===== config.mk =====
export PLATFORM = sky130hd
export DESIGN_NAME = ucsbece154b_mem_arbiter
export DESIGN_NICKNAME = d
export VERILOG_FILES = /design/src/rtl/ucsbece154b_mem_arbiter.sv
export SDC_FILE = /design/constraint.sdc
export NUM_CORES = 1
export LEC_CHECK = 0
export BUFFER_PORTS_ARGS = -buffer_cell sky130_fd_sc_hd__buf_2
export CAP_MARGIN = 5
export CORE_AREA = 2 2 106 108
export CTS_BUF_LIST = sky130_fd_sc_hd__clkbuf_4
export DETAILED_ROUTE_END_ITERATION = 10
export DIE_AREA = 0 0 108 110
export HOLD_SLACK_MARGIN = 0.15
export PLACE_DENSITY_LB_ADDON = 0.1
export SLEW_MARGIN = 20
export SYNTH_ARGS = -nofsm -noshare
export SYNTH_HDL_FRONTEND = slang
export SYNTH_SLANG_ARGS = --single-unit
export TNS_END_PERCENT = 20

===== constraint.sdc =====
create_clock -name clk -period 3.1 [get_ports clk]
set_input_delay 0.62 -clock clk [delete_from_list [all_inputs] [get_ports clk]]
set_output_delay 0.62 -clock clk [all_outputs]
set_load 0.02 [all_outputs]

===== src/rtl/ucsbece154b_mem_arbiter.sv =====
// ucsbece154b_mem_arbiter: shares one main-memory port between icache line refills and data accesses.
// Define MEM_ARB_RR_EN for round-robin arbitration; otherwise the D-side wins simultaneous requests.
module ucsbece154b_mem_arbiter #(
  parameter int BLOCK_WORDS = 4,
  parameter int ADDR_W      = 32
) (
  input  logic                           clk,
  input  logic                           reset,
  input  logic                           IReq_i,
  input  logic [ADDR_W-1:0]              IAddr_i,
  output logic                           IWordValid_o,
  output logic [$clog2(BLOCK_WORDS)-1:0] IWordIdx_o,
  output logic [31:0]                    IData_o,
  output logic                           IDone_o,
  input  logic                           DReq_i,
  input  logic                           DWe_i,
  input  logic [ADDR_W-1:0]              DAddr_i,
  input  logic [31:0]                    DWData_i,
  output logic [31:0]                    DRData_o,
  output logic                           DDone_o,
  output logic                           MemReq_o,
  output logic                           MemWe_o,
  output logic                           MemBurst_o,
  output logic [ADDR_W-1:0]              MemAddr_o,
  output logic [31:0]                    MemWData_o,
  input  logic                           MemAck_i,
  input  logic                           MemRValid_i,
  input  logic [31:0]                    MemRData_i
);

  localparam int IDX_W = $clog2(BLOCK_WORDS);
  localparam int OFF_W = IDX_W + 2;
  localparam logic [ADDR_W-1:0] LINE_MASK = {ADDR_W{1'b1}} << OFF_W;
  localparam logic [IDX_W-1:0]  LAST_IDX  = IDX_W'(BLOCK_WORDS - 1);

  typedef enum logic [2:0] {IDLE, I_CMD, I_DATA, D_CMD, D_RDATA} state_t;

  state_t            state;
  logic [IDX_W-1:0]  beatCnt;
  logic              grantD;
  logic              lastBeat;
  logic              iBeat;
  logic              dReadBeat;
  logic [ADDR_W-1:0] lineBase;

`ifdef MEM_ARB_RR_EN
  logic lastGrantD;
  // Contested grants alternate; an uncontested request is always served.
  assign grantD = DReq_i & (~IReq_i | ~lastGrantD);
`else
  assign grantD = DReq_i;
`endif

  assign lineBase = IAddr_i & LINE_MASK;
  assign lastBeat = (beatCnt == LAST_IDX);

  // NOTE: return-path outputs are continuous assigns with an explicit else value,
  // so they stay zero-latency without any chance of holding state.
  assign iBeat        = (state == I_DATA) & MemRValid_i;
  assign dReadBeat    = (state == D_RDATA) & MemRValid_i;
  assign IWordValid_o = iBeat;
  assign IWordIdx_o   = beatCnt;
  assign IData_o      = iBeat ? MemRData_i : 32'h0;
  assign IDone_o      = iBeat & lastBeat;
  assign DDone_o      = ((state == D_CMD) & MemAck_i & MemWe_o) | dReadBeat;
  assign DRData_o     = dReadBeat ? MemRData_i : 32'h0;

  always_ff @(posedge clk or negedge reset) begin
    if (!reset) begin
      state      <= IDLE;
      beatCnt    <= '0;
      MemReq_o   <= 1'b0;
      MemWe_o    <= 1'b0;
      MemBurst_o <= 1'b0;
      MemAddr_o  <= '0;
      MemWData_o <= 32'h0;
`ifdef MEM_ARB_RR_EN
      lastGrantD <= 1'b0;
`endif
    end else begin
      // NOTE: non-blocking assignments only, so every branch sees pre-edge values.
      unique case (state)
        IDLE: begin
          if (grantD) begin
            state      <= D_CMD;
            MemReq_o   <= 1'b1;
            MemWe_o    <= DWe_i;
            MemBurst_o <= 1'b0;
            MemAddr_o  <= DAddr_i;
            MemWData_o <= DWData_i;
`ifdef MEM_ARB_RR_EN
            lastGrantD <= 1'b1;
`endif
          end else if (IReq_i) begin
            state      <= I_CMD;
            MemReq_o   <= 1'b1;
            MemWe_o    <= 1'b0;
            MemBurst_o <= 1'b1;
            MemAddr_o  <= lineBase;
            MemWData_o <= 32'h0;
`ifdef MEM_ARB_RR_EN
            lastGrantD <= 1'b0;
`endif
          end
        end
        I_CMD: begin
          if (MemAck_i) begin
            state      <= I_DATA;
            beatCnt    <= '0;
            MemReq_o   <= 1'b0;
            MemBurst_o <= 1'b0;
            MemAddr_o  <= '0;
          end
        end
        I_DATA: begin
          if (MemRValid_i) begin
            beatCnt <= beatCnt + 1'b1;
            if (lastBeat) state <= IDLE;
          end
        end
        D_CMD: begin
          if (MemAck_i) begin
            state      <= MemWe_o ? IDLE : D_RDATA;
            MemReq_o   <= 1'b0;
            MemWe_o    <= 1'b0;
            MemAddr_o  <= '0;
            MemWData_o <= 32'h0;
          end
        end
        D_RDATA: begin
          if (MemRValid_i) state <= IDLE;
        end
        default: state <= IDLE;
      endcase
    end
  end

endmodule


# After elaboration in Yosys (flattened, before gate mapping)
# Cells that the tools add are included.
[classes]
n_addsub = 1
multipliers = 0
div = 0
order_cmp = 0
n_eq_ne = 12
n_shift = 0
muxes = 30
bitwise_logic = 6
n_reduce_logical = 11
[ops]
columns = ["cell", "count"]
rows = [
  ["$mux W32", 7],
  ["$pmux W32 S2", 2],
  ["$mux W3", 8],
  ["$pmux W3 S5", 1],
  ["$reduce_and A3 Y1", 4],
  ["$ne A2 B2 Y1 const B", 5],
  ["$reduce_bool A2 Y1", 4],
  ["$eq A3 B2 Y1 const B", 2],
  ["$mux W1", 6],
  ["$pmux W1 S2", 3],
  ["$reduce_and A6 Y1", 1],
  ["$and A1 B1 Y1", 5],
  ["$mux W2", 2],
  ["$pmux W2 S2", 1],
  ["$eq A3 B1 Y1 const B", 1],
  ["$eq A3 B3 Y1 const B", 1],
  ["$logic_not A3 Y1", 1],
  ["$ne A3 B3 Y1 const B", 1],
  ["$add A2 B1 Y2 const B", 1],
  ["$eq A2 B2 Y1 const B", 1],
  ["$ne A2 B1 Y1 const B", 1],
  ["$reduce_or A2 Y1", 1],
  ["$or A1 B1 Y1", 1],
]
[totals]
regBits = 72
latchBits = 0
ramBits = 0
rom_bits = 0
inputBits = 135
out_inout_bits = 136
mem_count = 0

# Longest topological paths before layout
# Gate-level depths: netlist of the first run.
[logic_depth]
ltp_word = 4
ltp_mapped = 6
ltp_nobuf = 4

# Worst setup path after synthesis of the first run
# No wires, ideal clock.
[synth_timing]
path_type = "input to output"
startpoint = "input MemRValid_i"
endpoint = "output IData_o[24]"
arrival_ns = 1.778
slack_ns = 0.702
stages = 4
path_buffers = 2
cell_sequence = "nor4bb_1 -> clkbuf_1 -> clkbuf_1 -> and2_1"
[synth_via]
elab_chain_cells = 2
[synth_rtl]
columns = ["item", "line_no", "text"]
rows = [
  ["start, declared", "27", "input logic MemRValid_i,"],
  ["$and A1 B1 Y1", "59", "assign iBeat = (state == I_DATA) & MemRValid_i;"],
  ["net IWordValid_o", "11", "output logic IWordValid_o,"],
  ["$mux W32", "63", "assign IData_o = iBeat ? MemRData_i : 32'h0;"],
  ["end, declared", "13", "output logic [31:0] IData_o,"],
]
# The timed path passes the listed nets, and every way through them passes these cells.

# Worst setup path after layout of the first run
[layout_timing]
startpoint = "register state[1]"
endpoint = "output DRData_o[16]"
[layout_via]
elab_chain_cells = 3
[layout_rtl]
columns = ["item", "line_no", "text"]
rows = [
  ["start, declared", "38", "state_t state;"],
  ["start signal, assigned", "123", "state <= MemWe_o ? IDLE : D_RDATA;"],
  ["$eq A3 B3 Y1", "60", "assign dReadBeat = (state == D_RDATA) & MemRValid_i;"],
  ["$and A1 B1 Y1", "60", ""],
  ["$mux W32", "66", "assign DRData_o = dReadBeat ? MemRData_i : 32'h0;"],
  ["end, declared", "19", "output logic [31:0] DRData_o,"],
]
# No other way between the ends.

==> results of run 1 <==
how the worst min path moves through the flow:
stage | slack [ns] | end | cells after the start | startpoint
6_report | 0.34 | MemWData_o[21] | 1 | reset
5_1_grt | 0.37 | MemWData_o[21] | 1 | reset
4_1_cts | 0.35 | MemWData_o[21] | 1 | reset
3_5_place_dp | 0.49 | state[2] | 1 | MemWe_o
3_3_place_gp | 0.49 | MemReq_o | 2 | MemReq_o
2_1_floorplan | 0.32 | IWordIdx_o[0] | 0 | reset
cells in the final DEF, fill, tap and decap left out, drive strengths merged, types with 8 or more instances in the layout:
| cell | n |
|---|---|
| a32o | 33 |
| and2 | 65 |
| buf | 275 |
| clkbuf | 9 |
| dfrtp | 72 |
| mux2i | 29 |
| nand2 | 37 |
| o211ai | 58 |
| o21ai | 8 |
power by group:
group	internal [W]	leakage [nW]	switching, W	total (W)
Clock	0.000320	0.0778	0.000335	0.000655
Sequential	0.00138	0.922	0.000322	0.00171
Combinational	0.000961	1.88	0.00157	0.00254
stage by stage:
step / total power, W / hold slack (ns)
6_report: 0.00490 / 0.341
5_1_grt: 0.00524 / 0.368
4_1_cts: 0.00495 / 0.348
3_5_place_dp: 0.00429 / 0.494
3_3_place_gp: 0.00423 / 0.489
2_1_floorplan: 0.00341 / 0.324
final cells by class:
| class | count | area, sq um |
|---|---|---|
| antenna | 3 | 7.51 |
| clock buffer | 9 | 67.6 |
| clock inverter | 6 | 85.1 |
| fill | 1020 | 5310 |
| inverter | 2 | 7.51 |
| multi-input combinational | 255 | 1850 |
| sequential | 72 | 1800 |
| tap | 140 | 175 |
| timing repair buffer | 275 | 1400 |
critical path, cell delays in order (launching register included):
cell and delay (ns):
dfrtp_1 0.52, nor2_1 0.27, and3_2 0.51, and2_1 0.19
buf_2 0.16
flip-flops by register name, indices dropped and copies added, names as in the netlist:
signal      count
IWordIdx_o      2
MemAddr_o      32
MemBurst_o      1
MemReq_o        1
MemWData_o     32
MemWe_o         1
state           3
what timing repair did:
| item | CTS | global route |
|---|---|---|
| hold endpoints to repair | 0 | 0 |
| gates resized for setup | 0 | 1 |
| endpoints found under the setup margin | 0 | 32 |
| hold buffers | 0 | 0 |
metal layers:
layer / routed length [um] / vias up / track usage, % / share of wire (%)
met5: 0 / - / 0 / 0
met1: 4600 / 1823 / 22.7 / 38
li1: - / 1861 / - / -
met3: 923 / 17 / 5.53 / 7.6
met2: 6400 / 160 / 35.3 / 52
met4: 283 / 0 / 7.78 / 2.3
cell families after synthesis:
group	count (synthesis)	synth area share [%]
and+or+nand+nor	116	16.7
adders and majority gates	1	0.327
AOI/OAI and AO/OA	109	22.9
muxes	29	7.59
buffers and inverters	42	5.40
DFF	72	47.1
==> summary.txt, run 1 <==
Run status
  • Status: completed

CTS
  • Clk sink count: 72
  • Clock latency on the worst-skew pair: 0.41 ns
  • Setup bufs post-CTS: 0
  • Clock Tree Buf Depth: 2
  • Clock transition at path regs: 0.12 ns
  • Root buffer cell: clkbuf_4
  • CTS tree: yes
  • H-tree lvl count: 3
  • CTS buffer count: 9

Layout
  • Final std cells w/o fill: 762
  • Nets@finish: 751
  • Final Util: 50.4%
  • Synthesis-to-layout area growth: 41.1%
  • Layout Cell Area excl Fill: 5390 sq um
  • Share of layout cells above drive strength 1: 47.7%

Timing
  • Final Hold Viols: 0
  • Worst slew pin tran: 0.924 ns
  • Max_slew headroom: 38.4%
  • Crit share post-route: 86.3%
  • Final setup viols: 0
  • Fin. max-slew vios: 0
  • Final min period: 2.67 ns
  • Setup Skew: 0.0214 ns
  • Final TNS setup: 0 ns
  • Fmax: 0.374 GHz
  • Worst Slack Setup Final: 0.425 ns
  • RSZ-0062 raised after global routing: false

Synthesis
  • FF+latch count, synth: 72
  • Top-area cell type share of the netlist area: 47.1%
  • Synth Area per Inst: 10.4 sq um
  • Sequential element share of the synthesized area: 47.1%
  • Top-count cell post-synth: dfrtp_1
  • EDFF count, synth: 0
  • Netlist cell types: 29
  • Primary FF master, synth: dfrtp_1
  • YS warnings: 0
  • Syn Nets: 505
  • Ranking of synthesized cells by area: dfrtp_1 (47%), o211ai_1 (11%), and2_1 (11%)
  • Most common library cells after synthesis: dfrtp_1 (72), and2_1 (65), o211ai_1 (58), nand2_1 (37), a32o_1 (33)
  • Cells after synthesis: 369
  • Cell taking the most area after synthesis: dfrtp_1
  • Synthesized cell area: 3820 sq um
  • Asr flop ratio synth: 100%

Hold path
  • Hold Path Class: in -> async

Global routing
  • First-pass GRT wire length: 18,300 um
  • Largest net degree at the start of global routing: 73
  • Total gr overflow: 0
  • Initial antenna violation count: 3
  • Vias in the first global route: 3,500
  • GRT Util Overall: 19.9%

Floorplan
  • Num ports: 271
  • Site Rows: 38
  • Core area: 10,700 sq um
  • Die area: 11,900 sq um
  • Die W: 108 um
  • Die Ht: 110 um
  • Initial Util: 35.7%

Detailed routing
  • Pre-Repair DR Iteration Count: 5
  • DRT iter0 DRCs: 186
  • Vias: 3,861
  • Vias per inst: 5.07
  • Drt total wl: 12,200 um
  • Post-route ant nets: 0
  • Wire length per cell: 16.0 um
  • Residual DRC count: 0

Placement
  • Placed inst area: 5230 sq um
  • Dpl hpwl: 8910 um
  • Post-Place Setup Slack: 0.568 ns
  • Post-Place Cells: 744
  • Routability congestion estimate: 0.713
  • Port bufs: 266

Setup path
  • Crit Path Max Fanout: 33
  • CP endpoint kind: output pin
  • R2r startpoint: state[2]
  • CP Class: reg -> out
  • Worst Reg-to-Reg Cells: 3
  • Reg-to-Reg End: MemWData_o[24]
  • Reg2Reg Setup Slack: 1.01 ns
  • Worst setup SP type: flip-flop
  • CP Capture Point: DRData_o[16]
  • Worst EP arrival: 2.05 ns
  • Req. time, crit path: 2.48 ns
  • Crit path launch: state[1]

Pwr
  • Max IR drop VDD: 0.000381 V
  • Power density cells: 908 nW/um^2
  • Leak: 2.88 nW

Run
  • Max Cap Violations: 0
(Power assumes the default switching activity.)
==> run 2, diff against run 1 <==
ABC_AREA = 1   (was unset)
CORE_AREA = 2 2 104 106   (was 2 2 106 108)
DIE_AREA = 0 0 106 108   (was 0 0 108 110)
==> run 2 against run 1 <==
Final cell count rose by 31%. Global-route usage increased by 3.2 points. Wire length grew 7.3%. Total power down 7.2%. Fmax fell by 0.73%. Cell area increased by 1.9%. Sequential power is 13% lower.
==> summary.txt, run 2 <==
Run status
  • Status: completed

Setup path
  • Worst EP arrival: 2.07 ns (+0.02 ns)
  • Slowest cell on crit path: dfrtp_1
  • Reg2Reg Setup Slack: 1.10 ns (+0.09 ns)
  • CP max stage delay: 0.44 ns (-0.08 ns)
  • Cells along the critical path: nor2_2 > nand3_1 > buf_4 > nor2_1 > buf_2
  • Worst Reg-to-Reg Cells: 8 (+5)
  • Req. time, crit path: 2.48 ns (about the same)
  • CP Class: reg -> out
  • Crit Path Max Fanout: 25 (-24%)
  • CP endpoint kind: output pin
  • Worst setup SP type: flip-flop
  • Reg-to-Reg End: MemWData_o[23]
  • R2r startpoint: state[1]

Placement
  • Port bufs: 266 (unchanged)
  • Dpl hpwl: 9580 um (+7.6%)
  • Routability congestion estimate: 0.828 (+16%)
  • Post-Place Cells: 985 (+32%)

Synthesis
  • Sequential element share of the synthesized area: 45.2% (-2.0 points)
  • Netlist cell types: 20 (-31%)
  • Asr flop ratio synth: 100% (unchanged)
  • Cell taking the most area after synthesis: dfrtp_1
  • EDFF count, synth: 0 (unchanged)
  • Syn Nets: 748 (+48%)
  • FF+latch count, synth: 72 (unchanged)
  • Synthesized cell area: 3990 sq um (+4.3%)
  • Top-count cell post-synth: nand2_1
  • Ranking of synthesized cells by area: dfrtp_1 (45%), nand2_1 (28%), nor2_1 (10%)
  • Most common library cells after synthesis: nand2_1 (293), nor2_1 (106), dfrtp_1 (72), nand3_1 (45), inv_1 (41)
  • Top-area cell type share of the netlist area: 45.2% (-2.0 points)
  • Cells after synthesis: 612 (+66%)
  • Primary FF master, synth: dfrtp_1
  • Synth Area per Inst: 6.52 sq um (-37%)
  • YS warnings: 0 (unchanged)

CTS
  • CTS tree: yes
  • CTS buffer count: 9 (unchanged)
  • Cts hold-fix bufs: 0 (unchanged)
  • Post-CTS sizing: 0 (unchanged)
  • Clk sink count: 72 (unchanged)
  • H-tree lvl count: 3 (unchanged)
  • Clock latency on the worst-skew pair: 0.42 ns (about the same)
  • Root buffer cell: clkbuf_4
  • Setup bufs post-CTS: 0 (unchanged)
  • Clock Tree Buf Depth: 2 (unchanged)
  • Clock transition at path regs: 0.11 ns (about the same)

Detailed routing
  • Wire length per cell: 13.1 um (-18%)
  • Vias per inst: 4.58 (-9.5%)
  • Pre-Repair DR Iteration Count: 4 (-1)
  • Post-route ant nets: 0 (unchanged)
  • DRT iter0 DRCs: 351 (+89%)
  • Vias: 4,588 (+19%)
  • Residual DRC count: 0 (unchanged)
  • Drt total wl: 13,100 um (+7.3%)

Floorplan
  • Initial Util: 39.0% (+3.2 points)
  • Num ports: 271 (unchanged)
  • Die Ht: 108 um (-1.8%)
  • Die area: 11,400 sq um (-3.6%)
  • Core area: 10,200 sq um (-4.4%)
  • Die W: 106 um (-1.9%)
  • Site Rows: 37 (-2.6%)

Timing
  • Final Hold Viols: 0 (unchanged)
  • Fmax: 0.371 GHz (-0.73%)
  • RSZ-0062 raised after global routing: false
  • Fin. max-slew vios: 0 (unchanged)
  • Final TNS setup: 0 ns (unchanged)
  • Setup Skew: 0.0104 ns (-0.0110 ns)
  • Final min period: 2.69 ns (+0.0197 ns)
  • Crit share post-route: 86.9% (+0.64 points)
  • Worst slew pin tran: 0.924 ns (-0.000647 ns)
  • Final setup viols: 0 (unchanged)
  • Max_slew headroom: 38.4% (+0.043 points)

Layout
  • Commonest non-fill, non-tap cell in the layout: nand2_1
  • Commonest non-fill, non-tap cells in the layout: nand2_1 (293), buf_2 (265), nor2_1 (105)
  • Share of layout cells above drive strength 1: 34.3% (-13 points)
  • # fillers: 1,050 (+2.9%)
  • Nets@finish: 996 (+33%)
  • Final std cells w/o fill: 1,001 (+31%)
  • Area of the multi-input gates: 1850 sq um (+0.14%)
  • Synthesis-to-layout area growth: 37.8%
  • Largest registers: MemAddr_o: 32 flops, MemWData_o: 32 flops, state: 3 flops
  • Sequential cell area: 1800 sq um (unchanged)

Pwr
  • Max IR drop VDD: 0.000394 V (+3.6%)
  • Leak: 3.66 nW (+27%)
  • Power density cells: 827 nW/um^2 (-8.9%)
  • Gate power share: 54.8% (+3.0 points)
  • Switch Pwr: 0.00228 W (+2.1%)
  • Part of the power in registers: 32.6% (-2.2 points)
  • Clock power frac: 12.6% (-0.8 points)
  • Internal power: 0.00227 W (-15%)
  • Sw frac: 50.1% (+4.5 points)

Global routing
  • Initial antenna violation count: 1 (-2)
  • GRT Util Overall: 23.1% (+3.2 points)
  • Vias in the first global route: 4,236 (+21%)
  • Largest net degree at the start of global routing: 73 (unchanged)
  • Total gr overflow: 0 (unchanged)
  • First-pass GRT wire length: 20,900 um (+14%)

Hold path
  • Hold Path Class: in -> async

Run
  • Max Cap Violations: 0 (unchanged)
-- run 2: changes by cell type after synthesis, moves of 5 or more --
cell	previous run	this run
and2_1	65	0
nand2_1	37	293
clkbuf_1	27	15
o211ai_1	58	0
nor2_1	4	106
a32o_1	33	0
inv_1	2	41
buf_2	6	11
mux2i_1	29	0
nand3_1	2	45
-- run 2: layout make-up --
cell class,instances,area share [%]
Multi-Input combinational cell,461,33.6
Sequential cell,72,32.8
Clock buffer,11,1.50
Inverter,44,3.00
Clock inverter,4,0.842
Antenna cell,1,0.0455
Timing Repair Buffer,272,25.1
Tap cell,136,3.10
-- run 2: how the worst max path moves through the flow --
stage	slack, ns	to	start	depth (start not counted)
5_1_grt	0.19	DRData_o[17]	state[1]	5
6_report	0.41	DRData_o[4]	state[1]	5
4_1_cts	0.39	DRData_o[17]	state[1]	5
3_3_place_gp	0.74	state[0]	MemAck_i	7
2_1_floorplan	0.94	IData_o[10]	state[2]	6
3_5_place_dp	0.84	DRData_o[17]	MemRValid_i	5
-- run 2: power by group through the flow --
stage	clock network (W)	registers (W)	logic (W)
2_1_floorplan	0	0.00188	0.00136
5_1_grt	0.000644	0.00153	0.00277
3_5_place_dp	0	0.00149	0.00253
4_1_cts	0.000602	0.00148	0.00253
6_report	0.000574	0.00148	0.00249
3_3_place_gp	0	0.00148	0.00248
-- run 2: stage by stage --
| stage | utilization [%] | area, sq um | total power, W | worst slack, ns | hold slack [ns] |
|---|---|---|---|---|---|
| after floorplan | - | 3990 | 0.00324 | 0.939 | 0.324 |
| after CTS | 53.7 | 5490 | 0.00461 | 0.389 | 0.335 |
| final | 53.7 | 5500 | 0.00454 | 0.405 | 0.305 |
| after global routing | 53.7 | 5500 | 0.00495 | 0.194 | 0.370 |
| after detailed placement | 52.4 | 5370 | 0.00402 | 0.841 | 0.453 |
| after global placement | 52.4 | 5360 | 0.00397 | 0.737 | 0.449 |
-- run 2: cells by family after synthesis --
kind of cell,after synthesis,share of synthesized area [%]
and+or+nand+nor,449,44.2
buffers and inverters,79,8.63
DFF,72,45.2
AOI/OAI and AO/OA,11,1.66
adders and majority gates,1,0.314
-- run 2: worst max-delay path, delay by kind of cell (launching register included) --
| kind | cells | cell delay [ns] |
|---|---|---|
| simple gates | 3 | 0.69 |
| flops | 1 | 0.44 |
| buf+inv | 2 | 0.52 |
-- run 2: metal layers --
| metal | vias up | routed length, um | track usage, % |
|---|---|---|---|
| met1 | 2060 | 5380 | 27.5 |
| met3 | 18 | 995 | 5.91 |
| met2 | 182 | 6440 | 40.5 |
| li1 | 2328 | - | - |
| met5 | - | 0 | 0 |
| met4 | 0 | 278 | 8.46 |
==> run 3, diff against run 2 <==
--- a/constraint.sdc
+++ b/constraint.sdc
@@ -3,2 +3,2 @@
 set_output_delay 0.62 -clock clk [all_outputs]
-set_load 0.02 [all_outputs]
+set_load 0.1 [all_outputs]
==> run 3 against run 2 <==
Clock power is 21% higher. Critical path depth rose by 3. Via count grew 1.0%. Setup slack worse by 0.18 ns. Die area stayed put. First-iteration DRC count rose by 2.8%. Critical path type unchanged. Largest power group unchanged.
==> summary.txt, run 3 (same netlist as run 2, synthesis figures left out) <==
Timing
  • Fin. max-slew vios: 0 (unchanged)
  • Fmax: 0.348 GHz (-6.3%)
  • Worst slew pin tran: 0.900 ns (-0.0236 ns)
  • Setup Skew: 0.0210 ns (+0.0106 ns)
  • Worst Slack Setup Final: 0.224 ns (-0.181 ns)
  • Final TNS setup: 0 ns (unchanged)
  • Crit share post-route: 92.8% (+5.8 points)
  • Final Hold Viols: 0 (unchanged)
  • RSZ-0062 raised after global routing: false
  • Final setup viols: 0 (unchanged)
  • Final min period: 2.88 ns (+0.181 ns)
  • Max_slew headroom: 40.0% (+1.6 points)
  • Hold Slack: 0.305 ns (+0.000432 ns)

Pwr
  • Leak: 3.74 nW (+2.1%)
  • Max IR drop VDD: 0.000688 V (+75%)
  • Power density cells: 1210 nW/um^2 (+46%)
  • Overall power: 0.00719 W (+58%)

Layout
  • Commonest non-fill, non-tap cells in the layout: nand2_1 (293), buf_2 (244), dfrtp_1 (72), nor2_1 (72), nand3_1 (45)
  • Commonest non-fill, non-tap cell in the layout: nand2_1
  • Final std cells w/o fill: 1,003 (+0.20%)
  • Nets@finish: 997 (+0.10%)
  • Largest registers: MemAddr_o: 32 flops, MemWData_o: 32 flops, state: 3 flops
  • Share of layout cells above drive strength 1: 38.3% (+4.1 points)
  • Synthesis-to-layout area growth: 49.4%
  • # fillers: 1,007 (-4.1%)

CTS
  • Setup bufs post-CTS: 0 (unchanged)
  • CTS buffer count: 9 (unchanged)
  • Clock transition at path regs: 0.13 ns (+0.02 ns)
  • H-tree lvl count: 3 (unchanged)
  • Root buffer cell: clkbuf_4
  • Clk sink count: 72 (unchanged)
  • Post-CTS sizing: 0 (unchanged)
  • CTS tree: yes
  • Clock Tree Buf Depth: 2 (unchanged)
  • Cts hold-fix bufs: 0 (unchanged)
  • Clock latency on the worst-skew pair: 0.43 ns (about the same)

Global routing
  • First-pass GRT wire length: 21,200 um (+1.4%)
  • Total gr overflow: 0 (unchanged)
  • Largest net degree at the start of global routing: 73 (unchanged)
  • GRT Util Overall: 23.4% (+0.31 points)
  • Vias in the first global route: 4,316 (+1.9%)
  • Initial antenna violation count: 1 (unchanged)

Placement
  • Dpl hpwl: 10,000 um (+4.8%)
  • Post-Place Cells: 986 (+0.10%)
  • Post-Place Setup Slack: 0.674 ns (-0.167 ns)
  • Port bufs: 266 (unchanged)
  • Routability congestion estimate: 0.904 (+9.1%)

Floorplan
  • Num ports: 271 (unchanged)
  • Core area: 10,200 sq um (unchanged)
  • Site Rows: 37 (unchanged)
  • Die W: 106 um (unchanged)
  • Initial Util: 39.0% (unchanged)
  • Die Ht: 108 um (unchanged)
  • Die area: 11,400 sq um (unchanged)

Detailed routing
  • DRT iter0 DRCs: 361 (+2.8%)
  • Vias: 4,635 (+1.0%)
  • Vias per inst: 4.62 (+0.82%)
  • Wire length per cell: 13.4 um (+2.1%)
  • Pre-Repair DR Iteration Count: 4 (unchanged)
  • Drt total wl: 13,400 um (+2.4%)
  • Residual DRC count: 0 (unchanged)
  • Post-route ant nets: 0 (unchanged)

Hold path
  • Hold Path Class: in -> async

Setup path
  • R2r startpoint: state[1]
  • CP Class: reg -> out
  • Worst setup SP type: flip-flop
  • Worst EP arrival: 2.26 ns (+0.19 ns)
  • CP endpoint kind: output pin
  • Req. time, crit path: 2.48 ns (about the same)
  • Reg2Reg Setup Slack: 0.97 ns (-0.13 ns)
  • Worst Reg-to-Reg Cells: 7 (-1)
  • Crit Path Max Fanout: 33 (+32%)
  • Reg-to-Reg End: MemWData_o[10]

Run status
  • Status: completed

Run
  • Max Cap Violations: 0 (unchanged)
## run 3: cell count changes in the layout (fill, tap and decap cells not counted), sizes merged
| cell | before | now |
|---|---|---|
| bufinv | 1 | 2 |
| inv | 44 | 47 |
| clkbuf | 11 | 9 |
| clkinvlp | 1 | 0 |
| buf | 272 | 273 |
## run 3: cell type report
cell class | instances | area, sq um | area share (%)
tap | 136 | 170 | 2.86
inverter | 44 | 165 | 2.77
timing repair buffer | 273 | 1710 | 28.8
clock inverter | 7 | 100 | 1.68
antenna | 1 | 2.50 | 0.0420
multi-input combinational | 461 | 1940 | 32.5
sequential | 72 | 1800 | 30.2
clock buffer | 9 | 67.6 | 1.13
## run 3: worst max path at each step
stage | from | endpoint | slack (ns) | cells past startpoint
after floorplan | state[2] | IData_o[10] | 0.03 | 6
after global placement | MemRValid_i | IData_o[31] | 0.70 | 7
after detailed placement | state[1] | IData_o[31] | 0.67 | 8
after CTS | state[1] | IData_o[31] | 0.17 | 8
after global routing | state[1] | IData_o[18] | 0.05 | 8
final | state[1] | IData_o[31] | 0.22 | 8
## run 3: power by group
group          internal (W)  switching (W)
Clock              0.000335       0.000361
Sequential          0.00129       0.000193
Combinational      0.000783        0.00423
## run 3: per-layer routing
| layer | track usage, % | part of all wire [%] |
|---|---|---|
| met4 | 7.89 | 2.2 |
| met1 | 29.6 | 40 |
| met2 | 39.5 | 50 |
| met3 | 5.61 | 7.8 |
| met5 | 0 | 0 |
## run 3: critical path, stage by stage, from the launching register on
cell     delay [ns]
dfrtp_1        0.44
inv_1          0.10
nor2_1         0.17
nand2_1        0.13
nor2_4         0.15
inv_2          0.06
buf_12         0.18
nor2_2         0.15
buf_2          0.45
## run 3: per-stage QoR
step | cell area [sq um] | utilization (%)
2_1_floorplan | 4080 | -
3_3_place_gp | 5780 | 56.5
3_5_place_dp | 5790 | 56.6
4_1_cts | 5960 | 58.2
5_1_grt | 5960 | 58.2
6_report | 5960 | 58.2
